### config.mk
export PLATFORM = sky130hd
export DESIGN_NAME = cpu_mem_loader
export DESIGN_NICKNAME = d
export VERILOG_FILES = /design/src/rtl/cpu_mem_loader.sv
export SDC_FILE = /design/constraint.sdc
export NUM_CORES = 1
export LEC_CHECK = 0
export BUFFER_PORTS_ARGS = -buffer_cell sky130_fd_sc_hd__buf_4
export CORE_ASPECT_RATIO = 1.75
export CORE_UTILIZATION = 25
export CTS_BUF_LIST = sky130_fd_sc_hd__clkbuf_8
export CTS_CLUSTER_DIAMETER = 30
export CTS_CLUSTER_SIZE = 10
export DETAILED_ROUTE_END_ITERATION = 8
export GPL_TIMING_DRIVEN = 0
export PLACE_DENSITY = 0.54
export SYNTH_ARGS = -nofsm -noshare
export SYNTH_HDL_FRONTEND = slang
export SYNTH_SLANG_ARGS = --single-unit
### constraint.sdc
create_clock -name clk -period 7.4 [get_ports clk]
set_clock_uncertainty 0.2 [all_clocks]
set_input_delay 0.74 -clock clk [delete_from_list [all_inputs] [get_ports clk]]
set_output_delay 0.74 -clock clk [all_outputs]
set_load 0.02 [all_outputs]
### src/rtl/cpu_mem_loader.sv
`default_nettype none
// ============================================================================
//  Module      : cpu_mem_loader
//  Description : Host-side initiator for the CPU external memory ports.
//                Streams a program into instruction memory, runs the CPU for
//                a latched number of cycles, then streams data memory back
//                out over a valid/ready interface.
//  Revision    : 1.0  initial release
// ============================================================================
module cpu_mem_loader #(
    parameter int IMEM_WORDS = 512,
    parameter int DMEM_WORDS = 1024
) (
    input  logic        clk,
    input  logic        arst,
    input  logic        start,
    input  logic [31:0] run_cycles,
    input  logic [10:0] dump_words,
    input  logic        s_valid,
    output logic        s_ready,
    input  logic [31:0] s_data,
    input  logic        s_last,
    output logic        m_valid,
    input  logic        m_ready,
    output logic [63:0] m_data,
    output logic        m_last,
    output logic        cpu_enable,
    output logic [63:0] addr_ext,
    output logic        wen_ext,
    output logic        ren_ext,
    output logic [31:0] wdata_ext,
    output logic [63:0] addr_ext_2,
    output logic        wen_ext_2,
    output logic        ren_ext_2,
    output logic [63:0] wdata_ext_2,
    input  logic [63:0] rdata_ext_2,
    output logic        busy,
    output logic        done,
    output logic        error
);

    // Program word counter saturates at IMEM_WORDS, so it needs one extra bit.
    localparam int                c_IW   = $clog2(IMEM_WORDS) + 1;
    localparam logic [c_IW-1:0]   c_IMEM = c_IW'(IMEM_WORDS);
    localparam logic [10:0]       c_DMEM = 11'(DMEM_WORDS);

    typedef enum logic [2:0] {
        S_IDLE      = 3'd0,
        S_LOAD      = 3'd1,
        S_RUN       = 3'd2,
        S_DUMP_RD   = 3'd3,   // ren_ext_2 visible this cycle
        S_DUMP_CAP  = 3'd4,   // rdata_ext_2 valid, captured at end of cycle
        S_DUMP_HOLD = 3'd5,   // m_valid held until m_ready
        S_DONE      = 3'd6
    } state_t;

    state_t          state_q,      state_d;
    logic [c_IW-1:0] load_idx_q,   load_idx_d;
    logic [31:0]     run_cnt_q,    run_cnt_d;
    logic [10:0]     dump_len_q,   dump_len_d;
    logic [10:0]     dump_idx_q,   dump_idx_d;
    logic            s_ready_q,    s_ready_d;
    logic            m_valid_q,    m_valid_d;
    logic [63:0]     m_data_q,     m_data_d;
    logic            m_last_q,     m_last_d;
    logic            cpu_enable_q, cpu_enable_d;
    logic [63:0]     addr_ext_q,   addr_ext_d;
    logic            wen_ext_q,    wen_ext_d;
    logic [31:0]     wdata_ext_q,  wdata_ext_d;
    logic [63:0]     addr_ext_2_q, addr_ext_2_d;
    logic            ren_ext_2_q,  ren_ext_2_d;
    logic            busy_q,       busy_d;
    logic            done_q,       done_d;
    logic            error_q,      error_d;

    logic [10:0]     dump_idx_next;
    assign dump_idx_next = dump_idx_q + 11'd1;

    // Next-state and next-output computation; strobes default low every cycle.
    always_comb begin
        state_d      = state_q;
        load_idx_d   = load_idx_q;
        run_cnt_d    = run_cnt_q;
        dump_len_d   = dump_len_q;
        dump_idx_d   = dump_idx_q;
        m_valid_d    = m_valid_q;
        m_data_d     = m_data_q;
        m_last_d     = m_last_q;
        cpu_enable_d = 1'b0;
        addr_ext_d   = addr_ext_q;
        wen_ext_d    = 1'b0;
        wdata_ext_d  = wdata_ext_q;
        addr_ext_2_d = addr_ext_2_q;
        ren_ext_2_d  = 1'b0;
        error_d      = error_q;

        case (state_q)
            S_IDLE, S_DONE: begin
                if (start) begin
                    state_d    = S_LOAD;
                    run_cnt_d  = run_cycles;
                    dump_len_d = (dump_words > c_DMEM) ? c_DMEM : dump_words;
                    load_idx_d = '0;
                    dump_idx_d = '0;
                    m_last_d   = 1'b0;
                    error_d    = 1'b0;
                end
            end
            S_LOAD: begin
                if (s_valid && s_ready_q) begin
                    if (load_idx_q < c_IMEM) begin
                        wen_ext_d   = 1'b1;
                        addr_ext_d  = 64'(load_idx_q) << 2;
                        wdata_ext_d = s_data;
                        load_idx_d  = load_idx_q + c_IW'(1);
                    end else begin
                        // Overflow words are swallowed so the host stream never stalls.
                        error_d = 1'b1;
                    end
                    if (s_last) begin
                        state_d = S_RUN;
                    end
                end
            end
            S_RUN: begin
                // The final write strobe is visible during the first RUN cycle;
                // cpu_enable only rises on the cycle after it.
                if (run_cnt_q != 32'd0) begin
                    cpu_enable_d = 1'b1;
                    run_cnt_d    = run_cnt_q - 32'd1;
                end else if (dump_len_q == 11'd0) begin
                    state_d = S_DONE;
                end else begin
                    state_d      = S_DUMP_RD;
                    ren_ext_2_d  = 1'b1;
                    addr_ext_2_d = 64'd0;
                    dump_idx_d   = 11'd0;
                end
            end
            S_DUMP_RD: begin
                state_d = S_DUMP_CAP;
            end
            S_DUMP_CAP: begin
                m_data_d  = rdata_ext_2;
                m_valid_d = 1'b1;
                m_last_d  = (dump_idx_q == dump_len_q - 11'd1);
                state_d   = S_DUMP_HOLD;
            end
            S_DUMP_HOLD: begin
                if (m_ready) begin
                    m_valid_d = 1'b0;
                    if (m_last_q) begin
                        m_last_d = 1'b0;
                        state_d  = S_DONE;
                    end else begin
                        dump_idx_d   = dump_idx_next;
                        ren_ext_2_d  = 1'b1;
                        addr_ext_2_d = 64'(dump_idx_next) << 3;
                        state_d      = S_DUMP_RD;
                    end
                end
            end
            default: begin
                state_d = S_IDLE;
            end
        endcase

        s_ready_d = (state_d == S_LOAD);
        busy_d    = !((state_d == S_IDLE) || (state_d == S_DONE));
        done_d    = (state_d == S_DONE);
    end

    // State and registered outputs; reset clears everything immediately.
    always_ff @(posedge clk or posedge arst) begin
        if (arst) begin
            state_q      <= S_IDLE;
            load_idx_q   <= '0;
            run_cnt_q    <= '0;
            dump_len_q   <= '0;
            dump_idx_q   <= '0;
            s_ready_q    <= 1'b0;
            m_valid_q    <= 1'b0;
            m_data_q     <= '0;
            m_last_q     <= 1'b0;
            cpu_enable_q <= 1'b0;
            addr_ext_q   <= '0;
            wen_ext_q    <= 1'b0;
            wdata_ext_q  <= '0;
            addr_ext_2_q <= '0;
            ren_ext_2_q  <= 1'b0;
            busy_q       <= 1'b0;
            done_q       <= 1'b0;
            error_q      <= 1'b0;
        end else begin
            state_q      <= state_d;
            load_idx_q   <= load_idx_d;
            run_cnt_q    <= run_cnt_d;
            dump_len_q   <= dump_len_d;
            dump_idx_q   <= dump_idx_d;
            s_ready_q    <= s_ready_d;
            m_valid_q    <= m_valid_d;
            m_data_q     <= m_data_d;
            m_last_q     <= m_last_d;
            cpu_enable_q <= cpu_enable_d;
            addr_ext_q   <= addr_ext_d;
            wen_ext_q    <= wen_ext_d;
            wdata_ext_q  <= wdata_ext_d;
            addr_ext_2_q <= addr_ext_2_d;
            ren_ext_2_q  <= ren_ext_2_d;
            busy_q       <= busy_d;
            done_q       <= done_d;
            error_q      <= error_d;
        end
    end

    assign s_ready     = s_ready_q;
    assign m_valid     = m_valid_q;
    assign m_data      = m_data_q;
    assign m_last      = m_last_q;
    assign cpu_enable  = cpu_enable_q;
    assign addr_ext    = addr_ext_q;
    assign wen_ext     = wen_ext_q;
    assign ren_ext     = 1'b0;
    assign wdata_ext   = wdata_ext_q;
    assign addr_ext_2  = addr_ext_2_q;
    assign wen_ext_2   = 1'b0;
    assign ren_ext_2   = ren_ext_2_q;
    assign wdata_ext_2 = 64'd0;
    assign busy        = busy_q;
    assign done        = done_q;
    assign error       = error_q;

endmodule
`default_nettype wire
==> impl_results.md, run 1 <==
- Outcome: finished clean
- Xor and xnor area share after synthesis: ~2.9%
- Detailed Routing Iterations Pass 1: 5
- Leak: about 7 nW
- Final Max Tran Viols: 0
- Core Box Area: approximately 0.039 mm2
- CP Data Required Time: ~7600 ps
- Synth async-reset ratio: 100%
- Worst Setup End Kind: flip-flop
- Nets: approximately 1600
- Dpl ws: roughly 4300 ps
- Root buf cell: clkbuf_8
- Max-slew headroom: 28.9%
- Routed WL per cell: about 16 um
- Initial antenna violation count: 3
- Post-synthesis compound-gate area fraction: under 10%
- Minimum clock period: 3070 ps
- Arr. time, crit path: roughly 3200 ps
- Sequential area share after synthesis: between 40% and 50%
- CP max stage cell: nor4b_1
- Largest net degree at the start of global routing: 107
- Worst-path fanout max: 10
- Fin cells: 1910
- All-Layer GR Usage: approximately 15%
- Peak VDD IR: approximately 0.16 mV
- Crit path launch type: flip-flop
- RSZ-0062 raised after global routing: false
- CP bufs+invs: 3
- Share of post-route cells with drive strength above 1: between 40% and 50%
- Max Cap Violations: 0
- Post-cts resize count: 0
- First-pass GRT wire length: ~45000 um
- Die Ht: 267 um
- Post-Synthesis Cells: ~940
- Worst min path class: input pin to asynchronous set/reset pin
- H-tree Lvls: 4
- Post-synthesis adder-cell area fraction: less than 1%
- Detailed Route Iter0 Violations: between 300 and 400
- Longest Clk Path Bufs: 2
- Fin. Hold Viols: 0
- Post-route DRC: 0
- Mux cell area share after synthesis: 11.9%
- Via count: 8004
- Rows: 96
- Starting density of the core: 25.5%
- Tcrit/Tclk final: 41.5%
- Post-route cell area: 0.0138 mm2
- CP peak stage delay: about 590 ps
- CP delay by family, top: simple AND/OR/NAND/NOR gates
- Worst Tran Pin Value: around 1100 ps
- Worst r2r dst: run_cnt_q[16]
- CTS sink cnt: around 190
- Cell Area, Synth: roughly 0.01 mm2
- Simple-gate area share of the yosys netlist: 11.1%
- Via density: 4.19
- Worst-Skew Late Latency: around 500 ps
- Fmax: 326 MHz
- Yosys cell types: between 50 and 60
- R2R Path Start: run_cnt_q[0]
- Total grt overflow: 0
- CTS tree: yes
- Final setup violation count: 0
- Crit-path cells: inv_1 -> ha_1 -> nor4b_1 -> and3_1 -> and4_1 -> buf_4 -> o21ai_1 -> buf_2 -> o32ai_1 -> a21oi_1
- Synth warn: 0
- Area delta synth->final: 37.4%
- Syn Area/Cell: 10.6 um2
- Vias in the first global route: 7499
- Final setup margin: ~4300 ps
- IO Count: between 400 and 500
- Reg-to-reg slack, setup: approximately 4300 ps
- Num CTS Buffers: 17
- Placed cell count: approximately 1900
- Main synth FF type: dfrtp_1
- Post-detail-place hpwl: 24400 um
- Die Width: roughly 150 um
- Post-CTS Setup Bufs: 0
- Post-synth EDFFs: 0
- WS Path Type: flip-flop to flip-flop
- Area of the die: 0.0409 mm2
- Gpl congestion: just over 0.8
- Worst reg2reg path depth: 10
- DP Area: between 0.01 and 0.015 mm2
- Routed WL: 31000 um
- Worst-path clk slew: ~130 ps
- Routed Antenna Nets: 0
- Setup TNS: 0 ps
- Pwr dens: about 350 mW/mm2
- Largest family of logic cells by synthesized area: buffers and inverters
- PortBufs: between 200 and 300
- Yosys reg bits: a little under 200
- CTS Hold Bufs: 0
==> cell type report <==
class	instances	area, um2
inverters	12	52.6
clock buffers	17	234
flip-flops and latches	193	4830
diodes	2	5.00
plain buffers	217	1510
well taps	490	613
clock inverters	15	191
fillers	4095	25600
repair buffers	271	2050
multi-input cells	693	4280
==> cells by family after synthesis <==
| kind of cell | after synthesis |
|---|---|
| buf+inv | 229 |
| xor+xnor | 33 |
| simple gates | 225 |
| fa+ha+maj | 4 |
| flops | 193 |
| compound gates | 152 |
| mux | 106 |
| other cells | 1 |
==> state kept, by name, indices dropped and copies added, names as in the netlist <==
signal / count
busy: 1
error: 1
state_q: 3
done: 1
load_idx_q: 10
run_cnt_q: 32
dump_len_q: 11
cpu_enable: 1
ren_ext_2: 1
m_last: 1
m_data: 64
addr_ext: 10
m_valid: 1
addr_ext_2: 11
dump_idx_q: 11
wen_ext: 1
wdata_ext: 32
s_ready: 1
==> layer usage <==
layer	vias to the layer above	track usage (%)	wire [um]
met5	-	0	11
met4	2	5.11	653
met3	29	4.21	2240
met2	346	28.0	16900
met1	3778	15.4	11200
li1	3849	-	-
==> how the worst max path moves through the flow <==
stage | from | endpoint | slack [ps] | depth (start not counted)
4_1_cts | state_q[2] | m_data[55] | 4250 | 5
2_1_floorplan | arst | addr_ext[10] | 1200 | 1
3_3_place_gp | arst | run_cnt_q[24] | -1540 | 2
5_1_grt | state_q[2] | m_data[15] | 4100 | 5
3_5_place_dp | state_q[2] | m_data[11] | 4250 | 5
6_report | run_cnt_q[0] | run_cnt_q[16] | 4330 | 10
==> Yosys cell counts (12+ instances only) <==
library cell    n  area share (%)
nor3_1         22             1.1
a31oi_1        14            0.87
nand3_1        18            0.90
xnor2_1        21             1.8
nand2b_1       12            0.75
clkbuf_1       20            0.75
nand2_1        62             2.3
dfrtp_1       193              48
nor2_1         59             2.2
xor2_1         12             1.0
o21ai_0        33             1.6
a21oi_1        36             1.8
mux2_2        105              12
inv_1          12            0.45
buf_2          16            0.80
buf_4         176              13
==> worst register-to-register path, stage by stage, from the launching register on <==
cell and delay (ps):
dfrtp_1 410, inv_1 110, ha_1 280, nor4b_1 590
and3_1 300, and4_1 190, buf_4 150, o21ai_1 200
buf_2 290, o32ai_1 140, a21oi_1 70
==> power breakdown <==
group / total (W) / switching, W / internal, W / leakage, nW
Combinational: 0.00234 / 0.00128 / 0.00106 / 4.28
Sequential: 0.00176 / 0.000290 / 0.00147 / 2.39
Clock: 0.000745 / 0.000456 / 0.000289 / 0.212
Total: 0.00484 / 0.00203 / 0.00282 / 6.88
==> cell usage in the layout, fill, tap and decap left out, drive strengths merged, types with 3 or more instances in the layout <==
cell | synthesis | final
buf | 197 | 468
dfrtp | 193 | 193
conb | 1 | 173
mux2 | 105 | 105
nand2 | 62 | 62
nor2 | 59 | 59
clkbuf | 20 | 37
a21oi | 36 | 36
o21ai | 36 | 36
nor3 | 22 | 22
xnor2 | 21 | 21
inv | 12 | 19
nand3 | 18 | 18
a31oi | 14 | 14
nand2b | 13 | 13
xor2 | 12 | 12
o22a | 11 | 11
a22o | 10 | 10
a21o | 10 | 10
nor4 | 9 | 9
or3 | 8 | 8
nand4 | 8 | 8
o211ai | 6 | 6
clkinv | 0 | 6
nand3b | 5 | 5
and2 | 4 | 4
ha | 4 | 4
o22ai | 4 | 4
or4 | 4 | 4
and3 | 3 | 3
a211oi | 3 | 3
o31ai | 3 | 3
o21a | 3 | 3
o32ai | 3 | 3
a22oi | 3 | 3
o221ai | 3 | 3
==> per-stage QoR <==
step / total power (W) / util (%) / hold slack, ps
3_3_place_gp: 0.00410 / 33.8 / 258
4_1_cts: 0.00491 / 35.0 / 158
5_1_grt: 0.00515 / 35.0 / 171
6_report: 0.00484 / 35.0 / 158
2_1_floorplan: 0.00322 / - / 264
3_5_place_dp: 0.00414 / 33.9 / 262
No activity file was read; power rests on OpenSTA's default activity.
==> run 2: changes to the inputs <==
- clock period: 7.4 -> 3.11 ns (I/O delays scaled with it)
==> run 2 against run 1 <==
Against the previous run:
- flip-flop and latch count unchanged
- total power increased by 140%
- design area increased by 11%
- fmax increased by 4.8%
- critical path type unchanged
==> impl_results.md, run 2 (synthesized netlist as in run 1, its figures left out) <==
- Worst reg2reg path depth: 10 (unchanged)
- Via density: 4.25 (was 4.19)
- Commonest non-fill, non-tap cell in the layout: buf_4 (unchanged)
- Final setup violation count: 0 (unchanged)
- CTS tree: yes (unchanged)
- Worst Tran Pin Value: 1020 ps (was 1060 ps)
- PortBufs: 270 (unchanged)
- Num CTS Buffers: 17 (unchanged)
- Max Cap Violations: 0 (unchanged)
- Arr. time, crit path: 3160 ps (was 3220 ps)
- Worst min path class: input pin to flip-flop (was input pin to asynchronous set/reset pin)
- Final core occ: 38.7% (was 35.0%)
- Total grt overflow: 0 (unchanged)
- Pwr dens: 766 mW/mm2 (was 351 mW/mm2)
- Commonest cells after routing, fill and taps aside: buf_4, dfrtp_1, conb_1 (unchanged)
- Longest Clk Path Bufs: 2 (unchanged)
- Die Ht: 267 um (unchanged)
- CTS sink cnt: 193 (unchanged)
- Core Box Area: 0.0394 mm2 (unchanged)
- Worst Setup End Kind: flip-flop (unchanged)
- H-tree Lvls: 4 (unchanged)
- Die Width: 153 um (unchanged)
- Crit path launch type: flip-flop (unchanged)
- Multi-input gate area: 0.00430 mm2 (was 0.00428 mm2)
- Initial antenna violation count: 1 (was 3)
- Area of the die: 0.0409 mm2 (unchanged)
- Leak: 7.49 nW (was 6.88 nW)
- Share of post-route cells with drive strength above 1: 39.7% (was 42.9%)
- RSZ-0062 raised after global routing: false (unchanged)
- Largest net degree at the start of global routing: 41 (was 107)
- Tcrit/Tclk final: 94.3% (was 41.5%)
- Worst-path fanout max: 10 (unchanged)
- Worst-path clk slew: 100 ps (was 130 ps)
- Hold_ws: 54.4 ps (was 158 ps)
- IO Count: 444 (unchanged)
- Worst-Skew Late Latency: 500 ps (about the same)
- Peak VDD IR: 0.337 mV (was 0.155 mV)
- Post-CTS Setup Bufs: 0 (unchanged)
- Area delta synth->final: 52.0% (was 37.4%)
- Rows: 96 (unchanged)
- Hold path depth: 4
- Detailed Routing Iterations Pass 1: 5 (unchanged)
- Fin. Hold Viols: 0 (unchanged)
- Fmax: 341 MHz (was 326 MHz)
- Outcome: finished clean (unchanged)
- Root buf cell: clkbuf_8 (unchanged)
- Fillers: 3933 (was 4095)
- Routed Antenna Nets: 0 (unchanged)
- Starting density of the core: 25.5% (unchanged)
- First-pass GRT wire length: 48500 um (was 45400 um)
- Gpl congestion: 0.797 (was 0.806)
- Via count: 8712 (was 8004)
- Max-slew headroom: 31.2% (was 28.9%)
- Routed WL per cell: 15.6 um (was 16.3 um)
- Total power: 0.0117 W (was 0.00484 W)
- Detailed Route Iter0 Violations: 396 (was 312)
- FF+latch area: 0.00483 mm2 (unchanged)
- Final Max Tran Viols: 0 (unchanged)
- Largest register FFs: 64 (unchanged)
- WS Path Type: flip-flop to flip-flop (unchanged)
- CP Data Required Time: 3340 ps (was 7550 ps)
- All-Layer GR Usage: 15.4% (was 14.8%)
- Post-route DRC: 0 (unchanged)
- Vias in the first global route: 8659 (was 7499)
- Post-detail-place hpwl: 24700 um (was 24400 um)
- Minimum clock period: 2930 ps (was 3070 ps)
- Nets: 1698 (was 1554)
- Routed WL: 32000 um (was 31000 um)
## run 2: timing repair
item	4_1_cts	5_1_grt
endpoints found under the setup margin	32	26
resized for setup	3	3
endpoints found under the hold margin	161	0
hold buffers	139	0
## run 2: routing by layer
layer | GRT usage [%] | routed length [um] | vias up
li1 | - | - | 4151
met4 | 7.84 | 1220 | 0
met3 | 3.82 | 2160 | 57
met2 | 28.4 | 17100 | 373
met5 | 0 | 0 | -
met1 | 16.0 | 11500 | 4131
## run 2: cell type report
| cell class | count | share of cell area (%) |
|---|---|---|
| sequential | 193 | 31.7 |
| multi-input combinational | 693 | 28.2 |
| timing repair buffer | 415 | 23.2 |
| buffer | 217 | 9.94 |
| tap | 490 | 4.02 |
| clock buffer | 17 | 1.53 |
| clock inverter | 14 | 1.05 |
| inverter | 12 | 0.320 |
| antenna | 1 | 0.0164 |
## run 2: final timing paths
kind	to	start	slack, ps
hold reg to reg	addr_ext_2[8]	addr_ext_2[8]	280
setup reg to reg	run_cnt_q[16]	run_cnt_q[0]	180
max in group asynchronous	m_data[45]	arst	1030
min in group asynchronous	addr_ext_2[7]	arst	220
setup / recovery	run_cnt_q[16]	run_cnt_q[0]	180
hold / removal	state_q[0]	m_ready	50
## run 2: report_power, final
group | total (W) | internal (W) | switching, W | leakage (nW)
registers | 0.00421 | 0.00350 | 0.000702 | 2.39
clock network | 0.00168 | 0.000607 | 0.00107 | 0.200
logic | 0.00580 | 0.00265 | 0.00315 | 4.90
total | 0.0117 | 0.00676 | 0.00493 | 7.49
## run 2: stage by stage
stage | area [um2] | TNS (ps) | worst slack (ps) | std cells
6_report | 15200 | 0 | 178 | 2052
5_1_grt | 15200 | 0 | 17.6 | 2052
4_1_cts | 15200 | 0 | 81.2 | 2051
3_5_place_dp | 13400 | -2140 | -96.2 | 1881
3_3_place_gp | 13300 | -263410 | -1400 | 1875
2_1_floorplan | 10700 | 0 | 109 | 1115
## run 2: worst max-delay path, cell delays in order, from the launching register on
cell and delay (ps):
dfrtp_1 390, inv_1 90, ha_1 280, nor4b_2 210
and3_1 230, and4_1 180, buf_4 160, o21ai_1 510
buf_2 370, o32ai_1 130, a21oi_1 120
